[config.mk]
export PLATFORM = sky130hd
export DESIGN_NAME = lcd_bus_arbiter
export DESIGN_NICKNAME = d
export VERILOG_FILES = /design/src/rtl/lcd_pkg.sv /design/src/rtl/lcd_phase_timer.sv /design/src/rtl/lcd_bus_arbiter.sv
export SDC_FILE = /design/constraint.sdc
export NUM_CORES = 1
export LEC_CHECK = 0
export CORE_MARGIN = 2
export CORE_UTILIZATION = 35
export CTS_CLUSTER_DIAMETER = 120
export DETAILED_ROUTE_END_ITERATION = 16
export PLACE_DENSITY = 0.71
export RECOVER_POWER = 25
export SYNTH_ARGS = -nofsm -noshare
export SYNTH_HDL_FRONTEND = slang
export SYNTH_SLANG_ARGS = --single-unit
[constraint.sdc]
create_clock -name clk -period 2.2 [get_ports clk]
set_clock_uncertainty 0.15 [all_clocks]
set_input_delay 0.22 -clock clk [delete_from_list [all_inputs] [get_ports clk]]
set_output_delay 0.22 -clock clk [all_outputs]
set_load 0.02 [all_outputs]
[src/rtl/lcd_pkg.sv]
// Shared types and constants for the ST7920-class LCD bus logic:
// transfer state encoding, common controller commands and the default phase length.
package lcd_pkg;

  typedef enum logic [1:0] {
    ST_IDLE    = 2'd0,
    ST_SETUP   = 2'd1,
    ST_EN_HIGH = 2'd2,
    ST_HOLD    = 2'd3
  } lcd_state_t;

  // 50 us per bus phase at a 50 MHz system clock
  localparam int unsigned CLK_DIV_DEFAULT = 2500;

  localparam logic [7:0] FUNC_BASIC      = 8'h30;
  localparam logic [7:0] ENTRY_MODE      = 8'h06;
  localparam logic [7:0] DISP_ON         = 8'h0C;
  localparam logic [7:0] FUNC_EXT_GFX    = 8'h36;
  localparam logic [7:0] GDRAM_ADDR_BASE = 8'h80;

endpackage

[src/rtl/lcd_phase_timer.sv]
// Bus phase timer: counts 0..CLK_DIV-1 and flags the last cycle of a phase.
// The counter returns to zero whenever clear is high.
module lcd_phase_timer #(
  parameter int unsigned CLK_DIV = 2500
) (
  input  logic clk,
  input  logic rst,
  input  logic clear,
  output logic phase_done
);

  localparam int unsigned CNT_W = $clog2(CLK_DIV);
  localparam logic [CNT_W-1:0] CNT_LAST = CNT_W'(CLK_DIV - 1);

  logic [CNT_W-1:0] cnt;

  always_ff @(posedge clk) begin
    if (rst || clear) begin
      cnt <= '0;
    end else begin
      cnt <= cnt + CNT_W'(1);
    end
  end

  assign phase_done = (cnt == CNT_LAST);

endmodule

[src/rtl/lcd_bus_arbiter.sv]
// Two-requester arbiter and write-cycle generator for the LCD parallel bus.
// Define LCD_ARB_LOCK_EN to let a requester keep the bus across consecutive transfers.
module lcd_bus_arbiter
  import lcd_pkg::*;
#(
  parameter int unsigned CLK_DIV = CLK_DIV_DEFAULT
) (
  input  logic       clk,
  input  logic       rst,
  input  logic       req0,
  input  logic       rs0,
  input  logic [7:0] data0,
  input  logic       lock0,
  input  logic       req1,
  input  logic       rs1,
  input  logic [7:0] data1,
  input  logic       lock1,
  output logic       ack0,
  output logic       ack1,
  output logic       busy,
  output logic       lcd_rs,
  output logic       lcd_rw,
  output logic       lcd_en,
  output logic [7:0] lcd_data
);

  lcd_state_t state, next_state;

  logic phase_done;
  logic timer_clear;
  logic arb_en;
  logic grant_valid;
  logic grant_sel;
  logic grant_idx;
  logic last_grant;
  logic finish;
  logic en_q;

  // The counter sits at zero through IDLE so SETUP always starts from a full phase.
  assign timer_clear = (state == ST_IDLE) || phase_done;

  lcd_phase_timer #(
    .CLK_DIV (CLK_DIV)
  ) u_phase_timer (
    .clk        (clk),
    .rst        (rst),
    .clear      (timer_clear),
    .phase_done (phase_done)
  );

  assign finish = (state == ST_HOLD) && phase_done;
  assign arb_en = (state == ST_IDLE) && !ack0 && !ack1;

`ifdef LCD_ARB_LOCK_EN
  logic lock_flag;
  logic owner_req;

  assign owner_req = grant_idx ? req1 : req0;

  // Set from the owner's lock input as its transfer ends; the first arbitration
  // cycle afterwards always consumes it, whether or not the owner is requesting.
  always_ff @(posedge clk) begin
    if (rst) begin
      lock_flag <= 1'b0;
    end else if (finish) begin
      lock_flag <= grant_idx ? lock1 : lock0;
    end else if (arb_en) begin
      lock_flag <= 1'b0;
    end
  end
`else
  logic unused_lock;
  assign unused_lock = lock0 ^ lock1;
`endif

  always_comb begin
    grant_valid = 1'b0;
    grant_sel   = 1'b0;
    if (arb_en) begin
`ifdef LCD_ARB_LOCK_EN
      if (lock_flag && owner_req) begin
        grant_valid = 1'b1;
        grant_sel   = grant_idx;
      end else
`endif
      if (req0 && req1) begin
        grant_valid = 1'b1;
        grant_sel   = ~last_grant;
      end else if (req0 || req1) begin
        grant_valid = 1'b1;
        grant_sel   = req1;
      end
    end
  end

  always_ff @(posedge clk) begin
    if (rst) begin
      state <= ST_IDLE;
    end else begin
      state <= next_state;
    end
  end

  always_comb begin
    next_state = state;
    unique case (state)
      ST_IDLE:    if (grant_valid) next_state = ST_SETUP;
      ST_SETUP:   if (phase_done)  next_state = ST_EN_HIGH;
      ST_EN_HIGH: if (phase_done)  next_state = ST_HOLD;
      ST_HOLD:    if (phase_done)  next_state = ST_IDLE;
      default:                     next_state = ST_IDLE;
    endcase
  end

  // Pin-facing outputs are registered so the LCD never sees decode glitches.
  always_ff @(posedge clk) begin
    if (rst) begin
      lcd_rs     <= 1'b0;
      lcd_data   <= '0;
      en_q       <= 1'b0;
      ack0       <= 1'b0;
      ack1       <= 1'b0;
      grant_idx  <= 1'b0;
      last_grant <= 1'b1;
    end else begin
      en_q <= (next_state == ST_EN_HIGH);
      ack0 <= finish && !grant_idx;
      ack1 <= finish &&  grant_idx;
      if (grant_valid) begin
        lcd_rs     <= grant_sel ? rs1 : rs0;
        lcd_data   <= grant_sel ? data1 : data0;
        grant_idx  <= grant_sel;
        last_grant <= grant_sel;
      end
    end
  end

  assign lcd_en = en_q;
  assign lcd_rw = 1'b0;
  assign busy   = (state != ST_IDLE);

endmodule
==> results.md, run 1 <==
- Critical R2R Capture: u_phase_timer.cnt[10]
- Post-synth top area share: 0.430
- Setup bufs post-CTS: 0
- Post-CTS Hold Fix Bufs: 0
- Pre-CTS WS: 0.373 ns
- Clock sinks: 28
- RSZ-0062 raised after global routing: no
- Initial antenna violation count: 0
- Period utilization: 0.855
- Layout Nets: a little under 200
- Yosys cell types: 40
- Largest family of logic cells by synthesized area: compound AO/OA/AOI/OAI gates
- Mux contribution to synthesized area: 0.0690
- Root Buffer: clkbuf_8
- Worst reg-to-reg setup slack: 0.39 ns
- Largest area contributor in the netlist: dfxtp_1
- Share of post-route cells with drive strength above 1: 0.0765
- Vias in the first global route: 1146
- Final ANT Viol Nets: 0
- Seq/Total Area, Yosys: 0.430
- Main flop type after synthesis: dfxtp_1
- Residual DRC count: 0
- Starting Density: 0.359
- Max Root-Sink Buffers: 2
- Post-Syn Area: 1310 µm²
- First-pass GRT wire length: 4710 µm
- CTS H-tree lvls: 1
- Hold depth: 1
- Synth Area in XOR/XNOR: 0.0201
- Total negative slack: 0 ns
- EDFF count, synth: 0
- Power Dens Cells: 658 nW/µm²
- Synth Area in Compound Gates: 0.211
- Core ar.: 3630 µm²
- Post-synth top cells: dfxtp_1, a21oi_1, a211oi_1, mux2i_1, nand3_1
- Cell family with most CP delay: buffers and inverters
- Worst slew pin tran: around 0.55 ns
- Die area: 4230 µm²
- Largest net degree at the start of global routing: 17
- Worst slew margin: 0.629
- IO Pins: 38
- Final hold viol count: 0
- TritonRoute pass-1 iters: 4
- Port Buffers: 34
- GPL Wtd Cong: 0.805
- End of the worst hold path: u_phase_timer.cnt[0]
- Initial drt markers: 28
- Largest cells by area after synthesis: dfxtp_1, a21oi_1, mux2i_1, a211oi_1, nand4_1
- Most frequent cell after synthesis: dfxtp_1
- Synth-to-Final Area Change: 33.2%
- Max Slew Vio Count: 0
- Via count: 1172
- Max-Cap Viols: 0
- WP data arrival: 1.51 ns
- Vias per cell: 5.38
- Synthesized net count: 165
- Final Critical Period: 1.88 ns
- Critical R2R Launch: u_phase_timer.cnt[2]
- Clock Latency Late Sink: 0.27 ns
- Cells after Synth: 140
- R2r worst-path depth: 3
- CTS tree: built
- CTS Buf Count: 3
- Crit-path cells: or2_2, clkdlybuf4s50_1
- Crit path max fanout: 9
- Drt wl/cell: approximately 13 µm
- Adder-cell share of the synthesized area: 0.00959
- GRT Total Usage: 0.140
- Cell with the largest stage delay on the worst path: clkdlybuf4s50_1
- Rows: 22
- Achievable frequency: 532 MHz
- Crit-path max cell delay: 0.59 ns
- Worst vdd ir: 0.000345 V
- Simple-Gate Fraction of Synth Area: 0.207
- Post-CTS Resized: 0
- Die Wd: 65.1 µm
- Final setup viols: 0
- CP Launch Type: flop
- Reg clk slew, reported paths: 0.09 ns
- Outcome: completed
- HP Class: flop to flop
- CP endpoint kind: primary output
- HPWL after DPL: between 2000 and 2500 µm
- Mean post-synth cell area: 9.32 µm²
- Die Y: 65.1 µm
- Diode count: 0
- Syn. warnings: 0
- Total grt overflow: 0
- Post-synth ARST share: 0
- CP Class: flop to primary output
- Post-Route WL: 2890 µm
- Yosys reg bits: 28
- Crit path buf inv count: 1
- Leak pwr: ~0.6 nW
- Req. time, crit path: 1.83 ns
- Final setup margin: 0.320 ns
- HP Start: u_phase_timer.cnt[0]
## metrics by stage
| stage | power (W) | utilization | hold WS, ns | cells | area, µm² |
|---|---|---|---|---|---|
| floorplan | 0.000667 | - | 0.292 | 140 | 1310 |
| global placement | 0.000754 | 0.460 | 0.309 | 214 | 1670 |
| detailed placement | 0.000759 | 0.460 | 0.326 | 214 | 1670 |
| CTS | 0.00116 | 0.480 | 0.351 | 218 | 1740 |
| global route | 0.00119 | 0.478 | 0.372 | 218 | 1740 |
| finish | 0.00114 | 0.478 | 0.343 | 218 | 1740 |
## where the power goes
group	leakage [nW]	switching [W]	internal, W
Sequential	0.229	0.0000140	0.000532
Clock	0.0357	0.000161	0.000244
Combinational	0.341	0.0000923	0.000101
Total	0.606	0.000267	0.000877
## metal layers
| layer | vias to the layer above | share of wire | GRT usage |
|---|---|---|---|
| met5 | - | 0 | 0 |
| met4 | 0 | 0.011 | 0.0599 |
| met3 | 5 | 0.064 | 0.0295 |
| met2 | 35 | 0.49 | 0.268 |
| met1 | 550 | 0.44 | 0.146 |
| li1 | 582 | - | - |
## cell families after synthesis
group	after synthesis
flops	28
simple gates	41
xor+xnor	3
other cells	1
fa+ha+maj	1
mux	9
buf+inv	14
compound gates	43
## layout by cell type, fill, tap and decap left out, drive strengths merged, types with 3 or more instances in the layout
cell / netlist / layout
nand4: 5 / 5
inv: 3 / 3
or3: 5 / 5
a21oi: 19 / 19
nand3: 6 / 6
a211oi: 9 / 9
or4: 3 / 3
mux2i: 9 / 9
dfxtp: 28 / 28
buf: 8 / 3
nor2: 5 / 5
clkdlybuf4s50: 0 / 26
dlygate4sd3: 0 / 8
nand2: 5 / 5
o21ai: 4 / 4
o31ai: 3 / 3
clkbuf: 3 / 3
## registers in the layout (all words and copies together) (netlist names)
register and count:
u_phase_timer.cnt 12, lcd_data 8, state 2, ack0 1, ack1 1, grant_idx 1
last_grant 1, lcd_en 1, lcd_rs 1
## worst reg2reg max path, cell delays in order (launching register included)
cell	delay, ns
dfxtp_1	0.45
nand4_1	0.39
or4_1	0.61
a21oi_1	0.16
## layout make-up
cell class / count / area (µm²)
clock buffers: 3 / 41.3
clock inverters: 1 / 30.0
fillers: 357 / 1900
inverters: 3 / 11.3
multi-input cells: 98 / 672
flip-flops and latches: 28 / 561
well taps: 48 / 60.1
repair buffers: 37 / 363
## worst max path at each step
stage	end	from	slack, ns	cells after the start
after floorplan	u_phase_timer.cnt[10]	u_phase_timer.cnt[0]	0.56	5
after global placement	lcd_data[2]	req1	0.41	4
after detailed placement	lcd_data[5]	req1	0.37	4
after CTS	busy	state[1]	0.30	2
after global routing	u_phase_timer.cnt[9]	u_phase_timer.cnt[2]	0.23	3
final	busy	state[1]	0.32	2
Note: power is estimated with default switching activity, not from simulation.
==> run 2: changes to the inputs <==
--- a/config.mk
+++ b/config.mk
@@ -5,6 +5,7 @@
 export SDC_FILE = /design/constraint.sdc
 export NUM_CORES = 1
 export LEC_CHECK = 0
+export ABC_CLOCK_PERIOD_IN_PS = 2200
 export CORE_MARGIN = 2
 export CORE_UTILIZATION = 35
 export CTS_CLUSTER_DIAMETER = 120
==> results of run 2 <==
Same layout as run 1: the final DEF is identical, and so are final timing and power.
